--- config.mk ---
export PLATFORM = sky130hd
export DESIGN_NAME = result_uart_tx
export DESIGN_NICKNAME = d
export VERILOG_FILES = /design/src/rtl/result_uart_tx_pkg.sv /design/src/rtl/result_uart_tx_byte.sv /design/src/rtl/result_uart_tx.sv
export SDC_FILE = /design/constraint.sdc
export NUM_CORES = 1
export LEC_CHECK = 0
export ABC_AREA = 1
export BUFFER_PORTS_ARGS = -buffer_cell sky130_fd_sc_hd__buf_4
export CAP_MARGIN = 20
export CORE_AREA = 2 2 99 101
export CTS_CLUSTER_SIZE = 8
export DETAILED_ROUTE_END_ITERATION = 8
export DIE_AREA = 0 0 101 103
export SLEW_MARGIN = 25
export SYNTH_ARGS = -nofsm -noshare
export SYNTH_HDL_FRONTEND = slang
export SYNTH_SLANG_ARGS = --single-unit
--- constraint.sdc ---
create_clock -name clk_i -period 2.52 [get_ports clk_i]
set_input_delay 0.126 -clock clk_i [delete_from_list [all_inputs] [get_ports clk_i]]
set_output_delay 0.126 -clock clk_i [all_outputs]
set_load 0.02 [all_outputs]
--- src/rtl/result_uart_tx_pkg.sv ---
// Shared types and ASCII constants for the game-result UART reporter.
package result_uart_tx_pkg;

  localparam logic [7:0] ASCII_W     = 8'h57;
  localparam logic [7:0] ASCII_L     = 8'h4C;
  localparam logic [7:0] ASCII_SPACE = 8'h20;
  localparam logic [7:0] ASCII_DOT   = 8'h2E;
  localparam logic [7:0] ASCII_CR    = 8'h0D;
  localparam logic [7:0] ASCII_LF    = 8'h0A;
  localparam logic [7:0] ASCII_QMARK = 8'h3F;
  localparam logic [7:0] ASCII_ZERO  = 8'h30;

  localparam int unsigned REPORT_LEN = 10;

  typedef enum logic [1:0] {StIdle, StStart, StData, StStop} uart_tx_state_t;

  // Non-decimal nibbles are shown as '?' rather than garbage glyphs.
  function automatic logic [7:0] bcd_to_ascii(input logic [3:0] d);
    return (d > 4'd9) ? ASCII_QMARK : (ASCII_ZERO + {4'h0, d});
  endfunction

endpackage

--- src/rtl/result_uart_tx_byte.sv ---
// 8N1 serialiser for one byte; accepting in the last stop-bit cycle gives gapless frames.
module uart_tx_byte
  import result_uart_tx_pkg::*;
#(
  parameter int unsigned CLKS_PER_BIT = 434
) (
  input  logic       clk_i,
  input  logic       res_i,
  input  logic       valid_i,
  input  logic [7:0] data_i,
  output logic       ready_o,
  output logic       tx_o,
  output logic       busy_o,
  output logic       frame_done_o
);

  localparam int unsigned TW = (CLKS_PER_BIT > 1) ? $clog2(CLKS_PER_BIT) : 1;
  localparam logic [TW-1:0] LAST = TW'(CLKS_PER_BIT - 1);

  uart_tx_state_t state_q, state_d;
  logic [TW-1:0]  timer_q, timer_d;
  logic [2:0]     bit_q, bit_d;
  logic [7:0]     shift_q, shift_d;
  logic           tx_q, tx_d;
  logic           bit_end;

  assign bit_end      = (timer_q == LAST);
  assign ready_o      = (state_q == StIdle) || ((state_q == StStop) && bit_end);
  assign frame_done_o = (state_q == StStop) && bit_end;
  assign busy_o       = (state_q != StIdle);
  assign tx_o         = tx_q;

  always_comb begin
    state_d = state_q;
    timer_d = timer_q;
    bit_d   = bit_q;
    shift_d = shift_q;
    tx_d    = tx_q;
    if (state_q != StIdle) timer_d = bit_end ? '0 : timer_q + TW'(1);
    unique case (state_q)
      StIdle: ;
      StStart: begin
        if (bit_end) begin
          state_d = StData;
          bit_d   = '0;
          tx_d    = shift_q[0];
        end
      end
      StData: begin
        if (bit_end) begin
          if (bit_q == 3'd7) begin
            state_d = StStop;
            tx_d    = 1'b1;
          end else begin
            bit_d   = bit_q + 3'd1;
            shift_d = shift_q >> 1;
            tx_d    = shift_q[1];
          end
        end
      end
      StStop: if (bit_end) state_d = StIdle;
      default: state_d = StIdle;
    endcase
    if (valid_i && ready_o) begin
      state_d = StStart;
      timer_d = '0;
      bit_d   = '0;
      shift_d = data_i;
      tx_d    = 1'b0;
    end
  end

  always_ff @(posedge clk_i or posedge res_i) begin
    if (res_i) begin
      state_q <= StIdle;
      timer_q <= '0;
      bit_q   <= '0;
      shift_q <= '0;
      tx_q    <= 1'b1;
    end else begin
      state_q <= state_d;
      timer_q <= timer_d;
      bit_q   <= bit_d;
      shift_q <= shift_d;
      tx_q    <= tx_d;
    end
  end

endmodule

--- src/rtl/result_uart_tx.sv ---
// Snapshots a game result on a strobe and sends "W|L sss.ff\r\n" over UART.
module result_uart_tx
  import result_uart_tx_pkg::*;
#(
  parameter int unsigned CLK_TICKS_PER_SEC = 50_000_000,
  parameter int unsigned BAUD_RATE         = 115_200
) (
  input  logic        clk_i,
  input  logic        res_i,
  input  logic        report_stb_i,
  input  logic        win_i,
  input  logic [11:0] sec_bcd_i,
  input  logic [7:0]  frac_bcd_i,
  output logic        tx_o,
  output logic        busy_o,
  output logic        done_stb_o,
  output logic        drop_stb_o
);

  localparam int unsigned CLKS_PER_BIT = CLK_TICKS_PER_SEC / BAUD_RATE;
  localparam logic [3:0]  LAST_IDX     = 4'(REPORT_LEN);

  logic        active_q;
  logic [3:0]  idx_q;
  logic        snap_win_q;
  logic [11:0] snap_sec_q;
  logic [7:0]  snap_frac_q;
  logic        done_q, drop_q;
  logic [7:0]  byte_data;
  logic        byte_valid, byte_ready, frame_done, accept, record_end, capture;

  assign byte_valid = active_q && (idx_q != LAST_IDX);
  assign accept     = byte_valid && byte_ready;
  assign record_end = active_q && (idx_q == LAST_IDX) && frame_done;
  assign capture    = report_stb_i && !active_q;
  assign done_stb_o = done_q;
  assign drop_stb_o = drop_q;

  always_comb begin
    byte_data = ASCII_LF;
    unique case (idx_q)
      4'd0:    byte_data = snap_win_q ? ASCII_W : ASCII_L;
      4'd1:    byte_data = ASCII_SPACE;
      4'd2:    byte_data = bcd_to_ascii(snap_sec_q[11:8]);
      4'd3:    byte_data = bcd_to_ascii(snap_sec_q[7:4]);
      4'd4:    byte_data = bcd_to_ascii(snap_sec_q[3:0]);
      4'd5:    byte_data = ASCII_DOT;
      4'd6:    byte_data = bcd_to_ascii(snap_frac_q[7:4]);
      4'd7:    byte_data = bcd_to_ascii(snap_frac_q[3:0]);
      4'd8:    byte_data = ASCII_CR;
      default: byte_data = ASCII_LF;
    endcase
  end

  // active_q covers the capture cycle too, so a strobe one cycle later is a drop.
  always_ff @(posedge clk_i or posedge res_i) begin
    if (res_i) begin
      active_q    <= 1'b0;
      idx_q       <= '0;
      snap_win_q  <= 1'b0;
      snap_sec_q  <= '0;
      snap_frac_q <= '0;
      done_q      <= 1'b0;
      drop_q      <= 1'b0;
    end else begin
      done_q <= record_end;
      drop_q <= report_stb_i && active_q;
      if (capture) begin
        active_q    <= 1'b1;
        idx_q       <= '0;
        snap_win_q  <= win_i;
        snap_sec_q  <= sec_bcd_i;
        snap_frac_q <= frac_bcd_i;
      end else begin
        if (accept) idx_q <= idx_q + 4'd1;
        if (record_end) active_q <= 1'b0;
      end
    end
  end

  uart_tx_byte #(
    .CLKS_PER_BIT(CLKS_PER_BIT)
  ) u_byte (
    .clk_i       (clk_i),
    .res_i       (res_i),
    .valid_i     (byte_valid),
    .data_i      (byte_data),
    .ready_o     (byte_ready),
    .tx_o        (tx_o),
    .busy_o      (busy_o),
    .frame_done_o(frame_done)
  );

endmodule
# Yosys cells after proc, flatten, opt, wreduce, memory -nomap -nowiden
# Cells that the tools add are included.
totals:
  rom_bits: 0
  output_inout_bits: 4
  wordCells: 103
  mem_bits_rw: 0
  n_memories: 0
  latchBits: 0
  register_bits: 51
classes:
  n_mul: 0
  div_mod_pow: 0
  order_cmp: 5
  add_sub_neg: 8
  shifts: 0
  bitwise_logic: 0
  mux: 34
  eq_ne: 21
  reduce_logical: 23
op_table:
  columns: ["op", "count"]
  rows:
  - ["7-bit one-hot mux with 9 select lines", 1]
  - ["6-bit by 4-bit adder with 7-bit output (first input constant)", 5]
  - ["7-bit two-way mux", 5]
  - ["8-bit two-way mux", 4]
  - ["9-bit two-way mux", 3]
  - ["4-bit greater-than comparator (second input constant)", 5]
  - ["4-bit by 3-bit == test with 1-bit output (second input constant)", 4]
  - ["3-bit two-way mux", 4]
  - ["3-bit by 2-bit inequality test with 1-bit output (second input constant)", 4]
  - ["2-bit nonzero test", 6]
  - ["2-bit two-way mux", 5]
  - ["9-bit by 1-bit adder with 9-bit output (second input constant)", 1]
  - ["9-bit == test (second input constant)", 1]
  - ["4-bit by 2-bit == test with 1-bit output (second input constant)", 2]
  - ["4-bit == test (second input constant)", 2]
  - ["4-bit two-way mux", 2]
  - ["1-bit logical AND", 7]
  - ["1-bit two-way mux", 6]
  - ["2-bit one-hot mux with 3 select lines", 1]
  - ["3-bit one-hot mux with 2 select lines", 1]
  - ["3-bit AND reduction", 2]
  - ["5-bit two-way mux", 1]
  - ["5-bit AND reduction", 1]
  - ["4-bit by 1-bit adder with 4-bit output (second input constant)", 1]
  - ["16 further kinds", 17]

# Longest topological paths before layout
# Gate-level depths: netlist (run 1).
logic_depth:
  ltp_word: 6
  depth_mapped: 12
  ltp_nobuf: 12

# Hierarchy
# A second synthesis (run 1) with hierarchy kept.
hier_totals:
  cells_unflattened: 394
  hier_area_um2: 3086.7
modules_own_cells:
  columns: ["mod", "instances", "area_each_um2", "cells_per_inst"]
  rows:
  - ["result_uart_tx", 1, 1714.1, 220]
  - ["uart_tx_byte", 1, 1372.6, 174]

# Least setup slack after synthesis (run 1)
# No wires, ideal clock.
synth_path:
  kind: "flip-flop to flip-flop"
  startpoint: "register idx_q[0]"
  endpoint: "register u_byte.state_q[0]"
  t_arrival_ns: 1.420
  setup_slack_ns: 0.988
  path_stages_with_launch: 12
  synth_period_minus_slack_ns: 1.532
  setup_ns: 0.113
  path_buffers: 0
  cell_sequence: "dfrtp_1 > inv_1 > ha_1 > nand3_2 > nand2_4 > nand2_2 > nand2_2 > inv_2 > nand2_1 > nand2_1 > nand2_1 > inv_1"
synth_via:
  elab_chain_cells: 5
  word_cells_on_any_way: 10
synth_rtl:
  columns: ["item", "line", "source"]
  rows:
  - ["from (decl)", "result_uart_tx.sv:24", "logic [3:0] idx_q;"]
  - ["from (signal assigned)", "result_uart_tx.sv:75", "if (accept) idx_q <= idx_q + 4'd1;"]
  - ["4-bit inequality test (*)", "result_uart_tx.sv:32", "assign byte_valid = active_q && (idx_q != LAST_IDX);"]
  - ["1-bit logical AND (*)", "result_uart_tx.sv:32", null]
  - ["1-bit logical AND (*)", "result_uart_tx_byte.sv:64", "if (valid_i && ready_o) begin"]
  - ["3-bit by 2-bit inequality test with 1-bit output (no line) / 4-bit nonzero test (equally long branches)", null, null]
  - ["5-bit AND reduction (no line)", null, null]
  - ["to (signal assigned)", "result_uart_tx_byte.sv:75", "state_q <= StIdle;"]
  - ["to (signal assigned)", "result_uart_tx_byte.sv:81", "state_q <= state_d;"]
  - ["to (decl)", "result_uart_tx_byte.sv:20", "uart_tx_state_t state_q, state_d;"]
# Every way passes the cells marked *; elsewhere a longest branch is shown, timed or not.
# A chain may end at the register's enable or synchronous reset.

# Worst setup path in the final report (run 1)
layout_path:
  startpoint: "register idx_q[0]"
  endpoint: "register u_byte.shift_q[2]"
layout_via:
  elab_chain_cells: 5
  word_cells_on_any_way: 18
layout_rtl:
  columns: ["item", "line", "source"]
  rows:
  - ["4-bit inequality test", "result_uart_tx.sv:32", null]
  - ["1-bit logical AND", "result_uart_tx.sv:32", null]
  - ["1-bit logical AND", "result_uart_tx_byte.sv:64", null]
  - ["2-bit inequality test (no line) / 2-bit nonzero test (equally long branches)", null, null]
  - ["3-bit AND reduction (no line)", null, null]
  - ["to (signal assigned)", "result_uart_tx_byte.sv:84", "shift_q <= shift_d;"]
  - ["to (decl)", "result_uart_tx_byte.sv:23", "logic [7:0] shift_q, shift_d;"]
# Several ways; a longest one is shown, not always the timed one.

==> reports/metrics.yaml, run 1 <==
synthAdderAreaFrac: 0.0366
wl_um: 5880
synth_compound_area_frac: 0.102
dp_hpwl_um: 4460
io_pins: 28
outcome: "complete, no violations"
min_path_cells: 3
hold_start: "sec_bcd_i[5]"
clk_latency_ns: 0.30
holdPathEnd: "snap_sec_q[5]"
synth_edf_count: 0
p_total_mw: 3.02
clock_skew_ns: 0.0113
root_buffer: "clkbuf_8"
fin_cells: 507
post-place-ws_ns: 0.665
cp_slowest_stage_delay_ns: 0.42
synth_xor_area_frac: 0.0224
hold_path.class: "input pin to flop"
avgSynthCellArea_um2: 7.57
dr.first_iter.drc_count: 145
rsz0062_at_grt: "no"
place_congestion: 0.860
power_density_nw_per_um2: 939
leakage_nw: 1.64
grt_pass1_wl_um: 10400
htreeDepth: 2
synthMuxAreaShare: 0
worst_slack_ns: 0.633
hold_buffers: 1
synth_common_cells: "119 x nand2_1, 49 x dfrtp_1, 39 x inv_1"
fp.dieArea_um2: 10400
wl_met3_um: 220
worstReg2RegEnd: "u_byte.shift_q[2]"
routed_via_density: 4.49
seq_area_um2: 1250
std_cell_rows: 36
synthSimpleGateAreaFrac: 0.307
synth_top_cell_area_share: 0.449
ant_nets: 0
cts_resized: 0
path_depth: 11
synth_top_family_by_area: "simple AND/OR/NAND/NOR gates"
fin_crit_sh: 0.749
nets: 424
grt_pass1_vias: 2300
routed-wl-met2_um: 2670
cts_buffer_depth: 2
wl_met1_um: 2950
worstSetupPathType: "flop to flop"
period_needed_ns: 1.89
worstReg2RegStart: "idx_q[0]"
mappedNetlistNets: 393
cp-start-kind: "flop"
syn_to_final_growth_pct: 17.6
synth_area_leaders: "dfrtp_1 45%, nand2_1 16%, o21ai_0 5.5%"
ys_types: 27
syn_area_um2: 2730
tightest_slew_ns: 0.467
yosys_warnings: 0
yosysTopAreaCell: "dfrtp_1"
slowest_stage: "dfrtp_1"
synth_ff_type: "dfrtp_1"
cts_sinks: 50
clk_pin_slew_ns: 0.10
yosysMostFrequentCell: "nand2_1"
dp.cells: 498
track_usage: 0.123
fin_area_um2: 3210
ff2ff_setup_slack_ns: 0.63
drc: 0
cp_max_fo: 12
ys_seq_area_frac: 0.459
cp-end-kind: "flop"
arrival_ns: 2.08
initial_core_util: 0.289
synthArstFlopShare: 1.00
ys_ff_latch: 50
overflow: 0
path_buf_inv: 4
cts_tree: "done"
slew_headroom: 0.688
port_buffers: 27
hold_viol: 0
fp.coreArea_um2: 9460
drtPass1Iterations: 4
setup_violations: 0
fillers: 1009
cts_buffers: 5
worstPathRequired_ns: 2.72
reg2reg_depth: 11
drv_slew: 0
max_freq_mhz: 530
antenna_found_initial: 0
diodes: 0
vias: 2274
cts_setup_buffers: 0
placed_area_um2: 3060
dieWidth_um: 101
critPathTopFamily: "simple AND/OR/NAND/NOR gates"
ir_drop_v: 0.000298
wl_per_cell_um: 11.6
die_height_um: 103
multi_input_area_um2: 1280
worstPathCellList: "inv_1, ha_1, nand3_2, nand2_4, inv_2, nand2_2, inv_1, nand2_1, nand2_1, nand2_1, inv_1"
grt_start_max_net_pins: 32
highest_layer: "met4"
drv_cap: 0
postSynthCellCount: 361
drive_gt1_frac: 0.163
setup_tns_ns: 0
## power by group
part           internal [mW]  switching (mW)  total, mW
clock network          0.423           0.267      0.691
logic                  0.419           0.767       1.19
registers              0.981           0.159       1.14
## worst register-to-register path, cell delays in order (launching register included)
cell,delay (ns)
dfrtp_1,0.42
inv_1,0.13
ha_1,0.27
nand3_2,0.15
nand2_4,0.15
inv_2,0.04
nand2_2,0.19
inv_1,0.19
nand2_1,0.11
nand2_1,0.05
nand2_1,0.06
inv_1,0.04
## routing by layer
metal  track usage  up-vias
met4        0.0291        0
met1         0.166     1038
met3        0.0244        4
met5             0        -
met2         0.204       37
li1              -     1195
## cell usage in the layout, fill, tap and decap left out, types with 4 or more instances in the layout
master / n
a21oi_1: 15
buf_4: 29
clkbuf_8: 6
dfrtp_1: 49
ha_1: 8
inv_1: 38
inv_2: 5
nand2_1: 119
nand2_2: 10
nand3_1: 19
nor2_1: 33
nor2_4: 4
o21ai_0: 30
o22ai_1: 4
xor2_1: 5
## sequential cells by signal (all words and copies together) (netlist names)
name,cells
u_byte.bit_q,3
u_byte.tx_o,1
u_byte.shift_q,7
snap_sec_q,12
u_byte.timer_q,9
snap_frac_q,8
idx_q,4
done_stb_o,1
snap_win_q,1
drop_stb_o,1
u_byte.state_q,2
active_q,1
## final cells by class
cell class | instances | area share
clock buffer | 6 | 0.0257
clock inverter | 2 | 0.0187
inverter | 44 | 0.0518
multi-input combinational | 261 | 0.399
sequential | 50 | 0.390
tap | 114 | 0.0444
timing repair buffer | 30 | 0.0709
## stage by stage
stage                     hold WS, ns  utilization
final                          0.0138        0.340
after floorplan                 0.230            -
after global placement          0.148        0.324
after CTS                     0.00509        0.340
after global routing          0.00474        0.340
after detailed placement        0.156        0.324
## how the worst max path moves through the flow
stage / startpoint / endpoint / slack (ns)
3_5_place_dp: idx_q[0] / u_byte.shift_q[2] / 0.66
4_1_cts: idx_q[0] / u_byte.shift_q[2] / 0.65
2_1_floorplan: idx_q[0] / u_byte.state_q[0] / 0.99
5_1_grt: idx_q[0] / u_byte.shift_q[2] / 0.42
6_report: idx_q[0] / u_byte.shift_q[2] / 0.63
3_3_place_gp: idx_q[0] / u_byte.shift_q[2] / 0.76
## cells by family (layout without fill, tap and decap cells)
logic type / count (synthesis) / in the layout
adders and majority gates: 8 / 8
buffers and inverters: 50 / 82
DFF: 50 / 50
and+or+nand+nor: 194 / 194
AOI/OAI and AO/OA: 52 / 52
xor gates and xnor gates: 7 / 7
Note: power is estimated with default switching activity, not from simulation.
==> run 2, diff against run 1 <==
Clock period 2.52 ns to 1.71 ns, I/O delays scaled along.
==> run 2 against run 1 <==
  * Final area up 7.2%
  * Non-clock buffer count up 24
  * Register-to-register slack worse by 0.59 ns
  * Combinational power up 71%
  * Cell count up 4.5%
  * Sequential power up 49%
  * Count of clock-buffer cells in the layout up 1
  * Die area unchanged
  * Largest power group unchanged
==> reports/metrics.yaml, run 2 (same netlist as run 1, synthesis figures left out) <==
worst_slack_ns: 0.0407
wl_per_cell_um: 11.7
std_cell_rows: 36
antenna_found_initial: 0
root_buffer: "clkbuf_8"
clk_latency_ns: 0.29
setup_tns_ns: 0
multi_input_area_um2: 1350
hold_viol: 0
cts_buffers: 5
place_congestion: 0.934
nets: 448
reg.largest.list: "snap_sec_q x12, u_byte.timer_q x9, snap_frac_q x8"
initial_core_util: 0.289
leakage_nw: 1.74
ant_nets: 0
power_frac_seq: 0.386
p_clk_frac: 0.150
tightest_slew_ns: 0.461
track_usage: 0.128
die_height_um: 103
vias: 2415
cts_buffer_depth: 2
final_common_cell: "nand2_1"
power_frac_comb: 0.464
p_int_mw: 2.52
slew_headroom: 0.692
drc: 0
wl_um: 6180
rsz0062_at_grt: "yes"
routed_via_density: 4.56
clock_skew_ns: 0.00734
grt_pass1_wl_um: 10800
sw_frac_of_total: 0.425
post-place-ws_ns: -0.114
io_pins: 28
fillers: 990
hold_slack_ns: 0.00459
dr.first_iter.drc_count: 126
grt_start_max_net_pins: 32
clk_pin_slew_ns: 0.09
fp.dieArea_um2: 10400
ir_drop_v: 0.000479
fin_crit_sh: 0.976
worstSetupPathType: "flop to flop"
period_needed_ns: 1.67
arrival_ns: 1.86
overflow: 0
htreeDepth: 2
cp-start-kind: "flop"
power_density_nw_per_um2: 1270
hold_path.class: "input pin to flop"
startpoint: "idx_q[0]"
dieWidth_um: 101
worstReg2RegStart: "idx_q[0]"
worstPathRequired_ns: 1.91
outcome: "complete, no violations"
setup_violations: 0
largest_register_ffs: 12
drv_slew: 0
drive_gt1_frac: 0.202
port_buffers: 27
max_freq_mhz: 599
cts_tree: "done"
p_sw_mw: 1.87
most-common-layout-cells: "117 x nand2_1, 48 x dfrtp_1, 37 x buf_4"
hold_start: "sec_bcd_i[1]"
regMostFlops: "snap_sec_q"
syn_to_final_growth_pct: 26.2
drv_cap: 0
cts_sinks: 50
cp-end-kind: "flop"
fp.coreArea_um2: 9460
seq_area_um2: 1250
diodes: 0
cp_max_fo: 4
dp_hpwl_um: 4590
grt_pass1_vias: 2437
drtPass1Iterations: 4
-- run 2: final cells by class --
class,count,share of cell area
Multi-Input combinational cell,261,0.391
Sequential cell,50,0.364
Timing Repair Buffer,54,0.133
Inverter,44,0.0483
Tap cell,114,0.0414
Clock buffer,7,0.0221
-- run 2: layer usage --
layer  vias to the layer above  wire length [µm]  global-route usage
met5                         -                 0                   0
met4                         0                92              0.0322
met3                         9               275              0.0258
met2                        63              2880               0.220
met1                      1104              2930               0.165
li1                       1239                 -                   -
-- run 2: final timing paths --
check,to,slack [ns],cells past startpoint
worst max register to register,u_byte.shift_q[3],0.04,12
min in group asynchronous,snap_frac_q[4],0.36,3
worst max-delay path,u_byte.shift_q[3],0.04,12
worst min register to register,u_byte.shift_q[6],0.50,2
max in group asynchronous,u_byte.tx_o,0.76,4
worst min-delay path,snap_sec_q[1],0.005,3
-- run 2: stage by stage --
step                power [mW]   util  area [µm²]  instances
floorplan                 3.02      -        2730        361
detailed placement        3.52  0.328        3100        502
global placement          3.48  0.328        3100        502
CTS                       4.24  0.354        3350        525
finish                    4.39  0.364        3450        530
global route              4.80  0.364        3450        530
-- run 2: worst max-delay path, cell delays in order, from the launching register on --
cell and delay, ns:
dfrtp_1 0.41, inv_2 0.09, ha_2 0.22, nand2_2 0.12
inv_1 0.07, nand2_1 0.10, nand2_1 0.07, inv_1 0.05
nand4_1 0.07, nor2_1 0.16, nand2_1 0.08, nand2_1 0.06
nand2_1 0.05
-- run 2: power groups by stage --
stage | registers, mW | logic (mW) | clock network [mW]
finish | 1.70 | 2.04 | 0.658
global route | 1.73 | 2.33 | 0.734
CTS | 1.68 | 1.87 | 0.685
detailed placement | 1.70 | 1.82 | 0
global placement | 1.69 | 1.79 | 0
floorplan | 1.64 | 1.38 | 0
-- run 2: repair_timing --
| action | 4_1_cts | 5_1_grt |
|---|---|---|
| endpoints found under the hold margin | 34 | 0 |
| pin swaps | 0 | 2 |
| endpoints found under the setup margin | 9 | 20 |
| gates resized for setup | 4 | 15 |
| hold buffers | 16 | 0 |
| gates cloned | 0 | 0 |
| buffers inserted | 0 | 5 |
==> run 3, diff against run 2 <==
Settings changed: MAX_ROUTING_LAYER set to met4.
==> run 3 against run 2 <==
  * Critical path depth decreased by 1
  * Worst hold slack better by 0.0028 ns
  * Largest cell class unchanged
  * Sequential power about the same
  * Register-to-register slack better by 0.07 ns
  * Core utilization rose by 0.66 points
==> reports/metrics.yaml, run 3 (same netlist as run 1, synthesis figures left out) <==
power_frac_comb: 0.465
place_congestion: 0.896
wl_um: 6080
rsz0062_at_grt: "yes"
cp-start-kind: "flop"
hold_path.class: "input pin to flop"
dp_hpwl_um: 4540
worst_slack_ns: 0.111
final_common_cell: "nand2_1"
p_int_mw: 2.62
finish.utilization: 0.371
slew_headroom: 0.692
p_clk_frac: 0.159
tightest_slew_ns: 0.462
setup_violations: 0
arrival_ns: 1.79
drv_slew: 0
std_cell_rows: 36
track_usage: 0.131
ant_nets: 0
cts_buffers: 5
period_needed_ns: 1.60
grt_pass1_vias: 2382
fin_area_um2: 3510
grt_pass1_wl_um: 10700
grt_start_max_net_pins: 32
worstSetupPathType: "flop to flop"
hold_viol: 0
fillers: 980
cts_sinks: 50
power_density_nw_per_um2: 1280
port_buffers: 27
p_sw_mw: 1.86
die_height_um: 103
sw_frac_of_total: 0.416
vias: 2406
clk_latency_ns: 0.30
routed_via_density: 4.48
dr.first_iter.drc_count: 141
leakage_nw: 1.76
initial_core_util: 0.289
nets: 454
antenna_found_initial: 0
cp-end-kind: "flop"
diodes: 0
drv_cap: 0
clock_skew_ns: 0.0115
worstPathRequired_ns: 1.90
cts_tree: "done"
largest_register_ffs: 12
ir_drop_v: 0.000441
placed_area_um2: 3130
syn_to_final_growth_pct: 28.4
drive_gt1_frac: 0.210
drtPass1Iterations: 5
outcome: "complete, no violations"
regMostFlops: "snap_sec_q"
post-place-ws_ns: -0.0510
fin_crit_sh: 0.935
max_freq_mhz: 625
power_frac_seq: 0.376
dieWidth_um: 101
fp.dieArea_um2: 10400
most-common-layout-cells: "116 x nand2_1, 48 x dfrtp_1, 41 x buf_4"
cp_max_fo: 10
cts_buffer_depth: 2
io_pins: 28
wl_per_cell_um: 11.3
overflow: 0
root_buffer: "clkbuf_8"
clk_pin_slew_ns: 0.09
fp.coreArea_um2: 9460
drc: 0
reg.largest.list: "snap_sec_q x12, u_byte.timer_q x9, snap_frac_q x8"
htreeDepth: 2
[run 3: changes by cell type in the layout (fill, tap and decap cells not counted), sizes merged]
| cell | previous run | this run |
|---|---|---|
| buf | 38 | 42 |
| clkinv | 1 | 2 |
| dlygate4sd3 | 16 | 18 |
[run 3: area by class of cell]
cell class                      instances  area, µm²  area share
Clock buffer                            7       86.3      0.0246
Clock inverter                          1       5.00     0.00143
Inverter                               44        174      0.0496
Multi-Input combinational cell        261       1340       0.382
Sequential cell                        50       1250       0.357
Tap cell                              114        143      0.0407
Timing Repair Buffer                   60        508       0.145
[run 3: worst max-delay path: stages (launching register included)]
cell and delay, ns:
dfrtp_1 0.41, inv_1 0.08, ha_1 0.13, nand2_1 0.08
nor2_4 0.15, nand3_2 0.11, nand2_2 0.09, nand2_4 0.11
nor2_2 0.14, nand2_1 0.06, nand2_1 0.06, nand2_1 0.05
[run 3: metrics by stage]
stage	hold WS, ns	power [mW]	TNS, ns	instances
after detailed placement	0.130	3.58	-0.0721	505
after floorplan	0.189	3.02	0	361
after global routing	0.0153	4.89	-0.0388	537
final	0.00741	4.48	0	537
after CTS	0.00110	4.36	0	531
after global placement	0.123	3.55	0	505
[run 3: routing by layer]
metal	vias up	routed length (µm)	track usage
met1	1120	3050	0.167
met2	26	2880	0.221
li1	1255	-	-
met5	-	0	-
met3	5	123	0.0224
met4	0	34	0.0249
[run 3: power groups by stage]
stage / clock network, mW / registers (mW) / logic, mW
2_1_floorplan: 0 / 1.64 / 1.38
3_3_place_gp: 0 / 1.69 / 1.86
3_5_place_dp: 0 / 1.70 / 1.88
4_1_cts: 0.751 / 1.68 / 1.93
5_1_grt: 0.791 / 1.73 / 2.37
6_report: 0.712 / 1.69 / 2.08
[run 3: worst paths after layout]
kind                       slack, ns         startpoint  cells past startpoint                 to
setup / recovery                0.11  u_byte.timer_q[1]                     11  u_byte.shift_q[3]
hold / removal                 0.007       sec_bcd_i[4]                      3      snap_sec_q[4]
setup reg to reg                0.11  u_byte.timer_q[1]                     11  u_byte.shift_q[3]
hold reg to reg                 0.48  u_byte.shift_q[6]                      2  u_byte.shift_q[6]
max in group asynchronous       0.79              res_i                      4        u_byte.tx_o
min in group asynchronous       0.33              res_i                      3      snap_sec_q[0]
[run 3: repair_timing]
action | in CTS | in global routing
setup buffers | 0 | 6
endpoints found under the hold margin | 36 | 0
pin swaps | 0 | 2
hold buffers | 18 | 0
resized for setup | 3 | 17
endpoints found under the setup margin | 6 | 20
